===== config.mk =====
export PLATFORM = sky130hd
export DESIGN_NAME = stage_if
export DESIGN_NICKNAME = d
export VERILOG_FILES = /design/src/rtl/stage_if.sv
export SDC_FILE = /design/constraint.sdc
export NUM_CORES = 1
export LEC_CHECK = 0
export CAP_MARGIN = 20
export CELL_PAD_IN_SITES_DETAIL_PLACEMENT = 0
export CELL_PAD_IN_SITES_GLOBAL_PLACEMENT = 1
export CORE_ASPECT_RATIO = 0.8
export CORE_MARGIN = 4
export CORE_UTILIZATION = 32
export DETAILED_ROUTE_END_ITERATION = 7
export GPL_TIMING_DRIVEN = 0
export PLACE_DENSITY = 0.81
export SLEW_MARGIN = 15
export SYNTH_ARGS = -nofsm -noshare
export SYNTH_HDL_FRONTEND = slang
export SYNTH_SLANG_ARGS = --single-unit

===== constraint.sdc =====
create_clock -name clk -period 2.6 [get_ports clk]
set_clock_uncertainty 0.2 [all_clocks]
set_input_delay 0.65 -clock clk [delete_from_list [all_inputs] [get_ports clk]]
set_output_delay 0.65 -clock clk [all_outputs]
set_load 0.1 [all_outputs]

===== src/rtl/stage_if.sv =====
// Instruction-fetch stage: owns the fetch PC, issues one instruction request at a time,
// and hands each fetched word to decode, honouring branch redirects and downstream stalls.
module stage_if #(
   parameter logic [31:0] PC_RESET = 32'h0
) (
   input  logic        clk,
   input  logic        rst_n,
   output logic [31:0] PC,
   output logic        Inst_Req_Valid,
   input  logic        Inst_Req_Ready,
   input  logic [31:0] Instruction,
   input  logic        Inst_Valid,
   output logic        Inst_Ready,
   input  logic        Feedback_Mem_Acc,
   input  logic        Feedback_Branch,
   input  logic [31:0] Branch_Target,
   output logic [31:0] Inst,
   output logic [31:0] PC_O,
   output logic        Done_O,
   output logic [3:0]  State_O
);

   // Request: a transfer occurs on a clock edge where Inst_Req_Valid and Inst_Req_Ready are both 1.
   // Response: a transfer occurs on a clock edge where Inst_Valid and Inst_Ready are both 1.
   typedef enum logic [3:0] {
      s_INIT = 4'b0001,
      s_IF   = 4'b0010,
      s_IW   = 4'b0100,
      s_OUT  = 4'b1000
   } state_t;

   state_t      state_q, state_d;
   logic [31:0] pc_q, pc_d;
   logic        squash_q, squash_d;
   logic [31:0] inst_q, inst_d;
   logic [31:0] pc_o_q, pc_o_d;
   logic        done_q, done_d;

   logic        redirect;
   logic [31:0] target;

   // A redirect raised while decode is frozen is not seen until the stall lifts.
   assign redirect = Feedback_Branch & ~Feedback_Mem_Acc;
   assign target   = Branch_Target & 32'hFFFF_FFFC;

   always_ff @(posedge clk or negedge rst_n) begin
      if (!rst_n) begin
         state_q  <= s_INIT;
         pc_q     <= PC_RESET & 32'hFFFF_FFFC;
         squash_q <= 1'b0;
         inst_q   <= 32'h0;
         pc_o_q   <= 32'h0;
         done_q   <= 1'b0;
      end else begin
         state_q  <= state_d;
         pc_q     <= pc_d;
         squash_q <= squash_d;
         inst_q   <= inst_d;
         pc_o_q   <= pc_o_d;
         done_q   <= done_d;
      end
   end

   always_comb begin
      state_d  = state_q;
      pc_d     = pc_q;
      squash_d = squash_q;
      inst_d   = inst_q;
      pc_o_d   = pc_o_q;
      done_d   = done_q;
      case (state_q)
         s_INIT: state_d = s_IF;
         s_IF: begin
            if (Inst_Req_Ready) begin
               state_d = s_IW;
               // The old PC already went out, so its response must be thrown away.
               if (redirect) begin
                  squash_d = 1'b1;
                  pc_d     = target;
               end
            end else if (redirect) begin
               pc_d = target;
            end
         end
         s_IW: begin
            if (Inst_Valid) begin
               if (squash_q || redirect) begin
                  squash_d = 1'b0;
                  state_d  = s_IF;
                  if (redirect) pc_d = target;
               end else begin
                  inst_d  = Instruction;
                  pc_o_d  = pc_q;
                  done_d  = 1'b1;
                  pc_d    = pc_q + 32'd4;
                  state_d = s_OUT;
               end
            end else if (redirect) begin
               squash_d = 1'b1;
               pc_d     = target;
            end
         end
         s_OUT: begin
            if (!Feedback_Mem_Acc) begin
               done_d  = 1'b0;
               state_d = s_IF;
               if (redirect) pc_d = target;
            end
         end
         default: state_d = s_INIT;
      endcase
   end

   assign PC             = pc_q;
   assign Inst_Req_Valid = (state_q == s_IF);
   assign Inst_Ready     = (state_q == s_IW);
   assign Inst           = inst_q;
   assign PC_O           = pc_o_q;
   assign Done_O         = done_q;
   assign State_O        = state_q;

endmodule


==> results of run 1 <==
-- registers in the layout, indices dropped and copies added (netlist names) --
signal	flops
squash_q	1
PC	32
Inst	32
State_O	4
PC_O	32
Done_O	1
-- layer usage --
layer | global-route usage [%] | wire (µm) | up-vias
li1 | - | - | 2170
met4 | 5.70 | 296 | 0
met1 | 25.8 | 7110 | 2184
met2 | 29.4 | 7070 | 170
met5 | 0 | 0 | -
met3 | 5.69 | 1310 | 25
-- metrics by stage --
stage | instances | instance area [µm²] | setup TNS (ns)
floorplan | 529 | 4740 | -59.12
global placement | 883 | 6680 | -375.88
detailed placement | 884 | 6710 | -45.83
CTS | 902 | 6920 | -0.0654
global route | 905 | 6930 | 0
finish | 905 | 6930 | 0
-- worst max path at each step --
stage               startpoint        endpoint  slack, ns  cells after the start
CTS                 State_O[2]  Inst_Req_Valid      -0.07                      3
finish              State_O[3]      State_O[3]       0.04                      1
detailed placement  State_O[2]  Inst_Req_Valid      -0.65                      3
global placement         rst_n      State_O[1]      -3.97                      1
global route            PC[28]          PC[28]      0.001                      1
floorplan           State_O[1]          PC[21]      -0.67                      6
-- repair_timing --
item	CTS	global route
resized for setup	130	18
hold buffers	1	0
hold endpoints to repair	20	0
buffers inserted	1	3
setup endpoints to repair	183	61
pin swaps	2	3
-- kinds of logic after synthesis --
group           synth area share (%)
fa+ha+maj                      0.270
flops                           55.0
xor+xnor                       0.755
compound gates                  13.3
simple gates                    27.8
buf+inv                         2.86
-- cells in the final DEF (no fill, tap or decap), drive strengths merged, types with 3 or more instances in the layout --
master	n
clkinv	3
clkdlybuf4s15	9
dlygate4sd2	86
nand4	7
dfrtp	101
nor3	6
and3	6
inv	8
o21ai	17
clkdlybuf4s50	65
xor2	4
nand2	203
nor4	4
buf	16
nand3	18
a21oi	36
a311oi	5
and4	3
clkbuf	34
o21a	3
nor2	28
a21o	5
nand2b	3
and2	4
o22ai	15
-- layout make-up --
type / instances / area [µm²]
plain buffers: 27 / 166
clock buffers: 9 / 225
clock inverters: 7 / 63.8
fillers: 1383 / 7320
inverters: 4 / 15.0
multi-input cells: 396 / 2020
flip-flops and latches: 102 / 2560
well taps: 184 / 230
repair buffers: 176 / 1650
==> metrics, run 1 <==
status completed; slowest CP cell dlygate4sd2_1; DR pass1 iterations 5; min-delay src PC_O[27]; Worst Path Max Fanout 9; Yosys reg bits 102; Ports 173; initial antenna violation count 0; fin crit share 98.6%; HPWL after DPL 11700 µm; Yosys cell types 51; Worst Hold Endpoint PC_O[27]; Seq/Total Area, Yosys 55.0%; CP startpoint kind flop; area leader, netlist dfrtp_1; top cells by area, synth dfrtp_1 54%, nand2_1 16%, a21oi_1 3.9%; CTS tree done; RR Startpoint PC[10]; Post-Syn Nets 600; Pins Over Slew Limit 0; Max Fclk 390 MHz; pin count of the biggest net entering global routing 83; Avg Vias per Cell 5.03; # Max-Cap Violations 0; Hold Path Class flop to flop; average wire per standard cell 17.4 µm; number of flops mapped to enable cells by yosys 0; Num Clock Sinks 102; grt ovf 0; DIE AREA 16500 µm²; Worst Hold Depth 2; number of synthesis warnings 0; cell family with most CP delay buffers and inverters; r2r endpoint PC[27]; port bufs 170; WHS 0.275 ns; gr usage total 19.0%; # rows 39; Syn Std Cell Area 4640 µm²; unrepaired setup endpoints after global routing false; Tightest Pin Transition 1.00 ns; CP Capture Type output port; CTS root buf clkbuf_16; Post-DRT Antenna Nets 0; Worst Path Required 1.75 ns; Avg Cell Area, Syn 8.77 µm²; drt drc 0; fin util 48.6%; core area 14200 µm²; Clk pin slew, worst setup/hold paths 0.08 ns; DRT Wirelength 15800 µm; FF-to-FF setup slack 0.18 ns; CTS Buf Count 9; worst path bufs/invs 1; pre-CTS WS -0.655 ns; Critical Path, Cell by Cell dlygate4sd2_1; CP max stage delay 0.89 ns; critical path type flop to output port; Synth top cells by count 203 x nand2_1, 101 x dfrtp_1, 36 x a21oi_1, 28 x nor2_1; FF-to-FF path depth 7; setup ws final 0.0368 ns; vias in the first global route 4589; Starting Density 32.6%; # diodes 0; setup violators final 0; Final Hold Fails 0; Bufs on Longest Clock Path 2; Synth-to-Final Area Change 49.4%; fin crit period 2.56 ns; Mapped Cells 529; ys async rst share 100%; post-synth top area share 54.5%; Worst EP arrival 1.71 ns; Top FF cell, synth dfrtp_1; most common cell in the synthesized netlist nand2_1; share of cells above drive strength 1 10.7%; number of nets in the layout 787; first-pass GRT wire length 24500 µm; H-tree levels 3; vias 4549; DIE HEIGHT 116 µm; Placer Congestion 0.864; clock latency at the later pin of the worst-skew pair 0.35 ns; DR iter-0 viols 336; chip width 143 µm; relative slew slack 33.5%
Power of run 1 is not shown: default switching activity piles up to over one toggle a cycle in this logic, so the estimate is an artifact.
==> run 2, diff against run 1 <==
CAP_MARGIN = unset   (was 20)
CELL_PAD_IN_SITES_DETAIL_PLACEMENT = 1   (was 0)
CELL_PAD_IN_SITES_GLOBAL_PLACEMENT = 2   (was 1)
CORE_UTILIZATION = 25   (was 32)
==> metrics, run 2 (synthesis gave the netlist of run 1 again) <==
CP startpoint kind flop; setup ws final 0.0436 ns (+0.00677 ns); Hold Path Class flop to flop; Synth-to-Final Area Change 51.0%; average wire per standard cell 18.5 µm (+6.3%); relative slew slack 31.7% (-1.8 points); DR pass1 iterations 4 (-1); core area 18200 µm² (+28%); unrepaired setup endpoints after global routing false; most common cell after layout, fill and taps aside nand2_1; H-tree levels 3 (unchanged); fin crit period 2.56 ns (-0.00677 ns); vias 4564 (+0.33%); Post-DRT Antenna Nets 0 (unchanged); chip width 160 µm (+12%); fin util 38.6% (-10 points); first-pass GRT wire length 28200 µm (+15%); Worst Path Max Fanout 6 (-3); WHS 0.269 ns (-0.00574 ns); HPWL after DPL 13200 µm (+13%); Avg Vias per Cell 4.80 (-4.4%); gr usage total 17.2% (-1.7 points); cell family with most CP delay buffers and inverters; share of cells above drive strength 1 10.3% (-0.40 points); Worst EP arrival 1.71 ns (about the same); Tightest Pin Transition 1.03 ns (+0.0269 ns); worst path bufs/invs 1 (unchanged); CP max stage delay 0.89 ns (about the same); critical path type flop to output port; DIE HEIGHT 130 µm (+12%); Clk pin slew, worst setup/hold paths 0.07 ns (about the same); port bufs 170 (unchanged); Bufs on Longest Clock Path 2 (unchanged); drt drc 0 (unchanged); Critical Path, Cell by Cell dlygate4sd2_1; Starting Density 25.5% (-7.0 points); CTS Buf Count 9 (unchanged); # Max-Cap Violations 0 (unchanged); clock latency at the later pin of the worst-skew pair 0.35 ns (about the same); CP Capture Type output port; number of nets in the layout 788 (+0.13%); vias in the first global route 5013 (+9.2%); # diodes 0 (unchanged); initial antenna violation count 0 (unchanged); Num Clock Sinks 102 (unchanged); CTS root buf clkbuf_16; fin crit share 98.3% (-0.26 points); Max Fclk 391 MHz (+0.26%); status completed; Fillers 2143 (+55%); grt ovf 0 (unchanged); Placer Congestion 0.823 (-4.7%); Final Hold Fails 0 (unchanged); most frequent cells in the layout 199 x nand2_1, 98 x dfrtp_1, 81 x dlygate4sd2_1; critical path startpoint PC[4]; setup violators final 0 (unchanged); DIE AREA 20800 µm² (+26%); DR iter-0 viols 165 (-51%); slowest CP cell dlygate4sd2_1; min-delay src Inst[14]; Ports 173 (unchanged); pre-CTS WS -0.634 ns (+0.0206 ns); pin count of the biggest net entering global routing 81 (-2.4%); DRT Wirelength 17600 µm (+12%); Pins Over Slew Limit 0 (unchanged); CTS tree done; Worst Path Required 1.75 ns (about the same); RR Startpoint PC[10]; # rows 44 (+13%)
run 2: changes by cell type in the layout (fill, tap and decap cells not counted), moves of 2 or more:
cell             before  now
clkbuf_1             11   13
clkbuf_2             10    8
clkbuf_8              2    4
clkdlybuf4s15_1       7   10
clkdlybuf4s15_2       2    5
clkinv_4              3    0
dlygate4sd2_1        86   81
inv_6                 3    0
run 2: final timing paths:
path	end	slack [ns]	cells after the start
worst max-delay path	PC[4]	0.04	1
worst min-delay path	Inst[14]	0.27	2
worst max register to register	PC[27]	0.17	7
worst min register to register	Inst[14]	0.27	2
max in group asynchronous	State_O[2]	0.99	3
min in group asynchronous	PC_O[13]	0.51	2
run 2: layout make-up:
| class | instances | area (µm²) | area share (%) |
|---|---|---|---|
| Buffer | 27 | 169 | 2.41 |
| Clock buffer | 13 | 260 | 3.71 |
| Clock inverter | 1 | 30.0 | 0.429 |
| Inverter | 4 | 15.0 | 0.214 |
| Multi-Input combinational cell | 396 | 2010 | 28.7 |
| Sequential cell | 102 | 2560 | 36.6 |
| Tap cell | 230 | 288 | 4.11 |
| Timing Repair Buffer | 177 | 1670 | 23.8 |
run 2: through the flow:
stage	cells	TNS, ns	area [µm²]
2_1_floorplan	529	-59.12	4740
3_3_place_gp	929	-401.06	6730
3_5_place_dp	930	-53.05	6760
4_1_cts	948	-0.0641	7000
5_1_grt	950	0	7010
6_report	950	0	7010
run 2: what timing repair did:
action	in CTS	in global routing
hold buffers	1	0
endpoints found under the hold margin	22	0
buffers inserted	3	2
resized for setup	134	21
endpoints found under the setup margin	194	83
pin swaps	2	2
run 2: routing by layer:
metal  wire length (µm)  track usage (%)  vias up
li1                   -                -     2168
met3               1290             5.90       12
met5                  0                0        -
met4                205             4.96        0
met2               8370             28.6      126
met1               7750             21.6     2258
Power of run 2 is left out for the same reason.
==> run 3, diff against run 2 <==
CORE_UTILIZATION = 36   (was 25)
DONT_BUFFER_PORTS = 1   (was unset)
PLACE_DENSITY = 0.8   (was 0.81)
==> metrics, run 3 (synthesis gave the netlist of run 1 again) <==
fin crit period 2.88 ns (+0.327 ns); CTS tree done; chip width 135 µm (-16%); Avg Vias per Cell 5.56 (+16%); core area 12400 µm² (-32%); most common cell after layout, fill and taps aside nand2_1; DIE HEIGHT 110 µm (-16%); Worst Path Required 1.75 ns (about the same); cell family with most CP delay simple AND/OR/NAND/NOR gates; number of nets in the layout 623 (-21%); Placer Congestion 0.783 (-4.9%); Post-DRT Antenna Nets 0 (unchanged); Worst EP arrival 2.03 ns (+0.32 ns); Clk pin slew, worst setup/hold paths 0.07 ns (about the same); share of cells above drive strength 1 22.6% (+12 points); port bufs 0 (-100%); setup ws final -0.284 ns (-0.327 ns); Starting Density 37.5% (+12 points); violated checks hold timing, setup timing; Critical Path, Cell by Cell or3b_4 -> nor2_4; DR pass1 iterations 4 (unchanged); most frequent cells in the layout 198 x nand2_1, 75 x dfrtp_1, 27 x a21oi_1; FF-to-FF path depth 8 (+1); # rows 36 (-18%); initial antenna violation count 1 (+1); Pins Over Slew Limit 0 (unchanged); Tightest Pin Transition 1.12 ns (+0.0966 ns); placed cell count 702 (-25%); non-filler instance count after layout 728 (-23%); DRT Wirelength 16500 µm (-6.6%); HPWL after DPL 11500 µm (-13%); Bufs on Longest Clock Path 2 (unchanged); vias in the first global route 4292 (-14%); Post-Route Setup TNS -0.284 ns (-0.284 ns); FF-to-FF setup slack 0.01 ns (-0.16 ns); critical path type flop to output port; grt ovf 0 (unchanged); r2r endpoint PC[22]; Final Hold Fails 102 (+102); unrepaired setup endpoints after global routing true; Fillers 1420 (-34%); DIE AREA 14800 µm² (-29%); DR iter-0 viols 206 (+25%); Synth-to-Final Area Change 23.3%; Hold Path Class input port to asynchronous set/reset pin; CP startpoint kind flop; first-pass GRT wire length 24800 µm (-12%); CP Capture Type output port; # Max-Cap Violations 0 (unchanged); CTS root buf clkbuf_16; WHS -0.212 ns (-0.481 ns); CTS Buf Count 9 (unchanged); CP max stage delay 0.67 ns (-0.22 ns); drt drc 0 (unchanged); Ports 173 (unchanged); clock latency at the later pin of the worst-skew pair 0.35 ns (about the same); pin count of the biggest net entering global routing 103 (+27%); slowest CP cell dfrtp_4; # diodes 0 (unchanged); status finished with violations; fin crit share 111% (+13 points); RR Startpoint State_O[1]; Worst Path Max Fanout 8 (+2); Num Clock Sinks 102 (unchanged); Max Fclk 347 MHz (-11%); H-tree levels 3 (unchanged); vias 4051 (-11%); setup violators final 1 (+1); average wire per standard cell 22.6 µm (+22%); pre-CTS WS -0.597 ns (+0.0368 ns); relative slew slack 25.0% (-6.7 points); gr usage total 21.9% (+4.7 points); worst path bufs/invs 0 (-1)
## run 3: changes by cell type in the layout (fill, tap and decap cells not counted), sizes merged
cell | before | now
dlygate4sd2 | 81 | 0
clkdlybuf4s50 | 65 | 0
clkdlybuf4s15 | 15 | 0
clkbuf | 37 | 31
buf | 17 | 19
clkinv | 0 | 2
bufinv | 1 | 2
clkinvlp | 0 | 1
dlygate4sd3 | 1 | 0
dlymetal6s2s | 1 | 0
## run 3: worst max path at each step
stage / start / endpoint / slack [ns] / cells past startpoint
finish: State_O[1] / Inst_Req_Valid / -0.28 / 2
global route: State_O[1] / Inst_Req_Valid / -0.36 / 2
CTS: State_O[1] / Inst_Req_Valid / -0.33 / 2
detailed placement: PC[10] / PC[27] / -0.60 / 7
global placement: State_O[1] / PC_O[17] / -1.42 / 6
floorplan: State_O[1] / PC[21] / -0.67 / 6
## run 3: per-stage QoR
| step | util, % | hold WS [ns] | cell area [µm²] |
|---|---|---|---|
| after floorplan | - | 0.154 | 4740 |
| after global placement | 40.0 | 0.157 | 4960 |
| after detailed placement | 40.3 | 0.158 | 5000 |
| after CTS | 44.1 | -0.226 | 5460 |
| after global routing | 46.2 | -0.231 | 5720 |
| final | 46.2 | -0.212 | 5720 |
## run 3: routing by layer
metal	vias up	part of all wire [%]	global-route usage, %
met3	27	10	9.06
li1	1845	-	-
met2	145	46	34.2
met4	2	1.5	5.74
met1	2032	42	28.4
met5	-	0.079	0
## run 3: final cells by class
class | instances | area, µm² | share of cell area (%)
sequential | 102 | 2630 | 46.0
multi-input combinational | 396 | 2140 | 37.4
clock buffer | 11 | 253 | 4.42
buffer | 26 | 215 | 3.76
tap | 171 | 214 | 3.74
timing repair buffer | 13 | 170 | 2.98
clock inverter | 5 | 81.3 | 1.42
inverter | 4 | 15.0 | 0.263
## run 3: repair_timing
action / in CTS / in global routing
setup buffers: 4 / 4
pin swaps: 3 / 5
resized for setup: 48 / 54
gates cloned: 0 / 3
hold endpoints to repair: 102 / 102
setup endpoints to repair: 97 / 85
Power of run 3 is left out for the same reason.
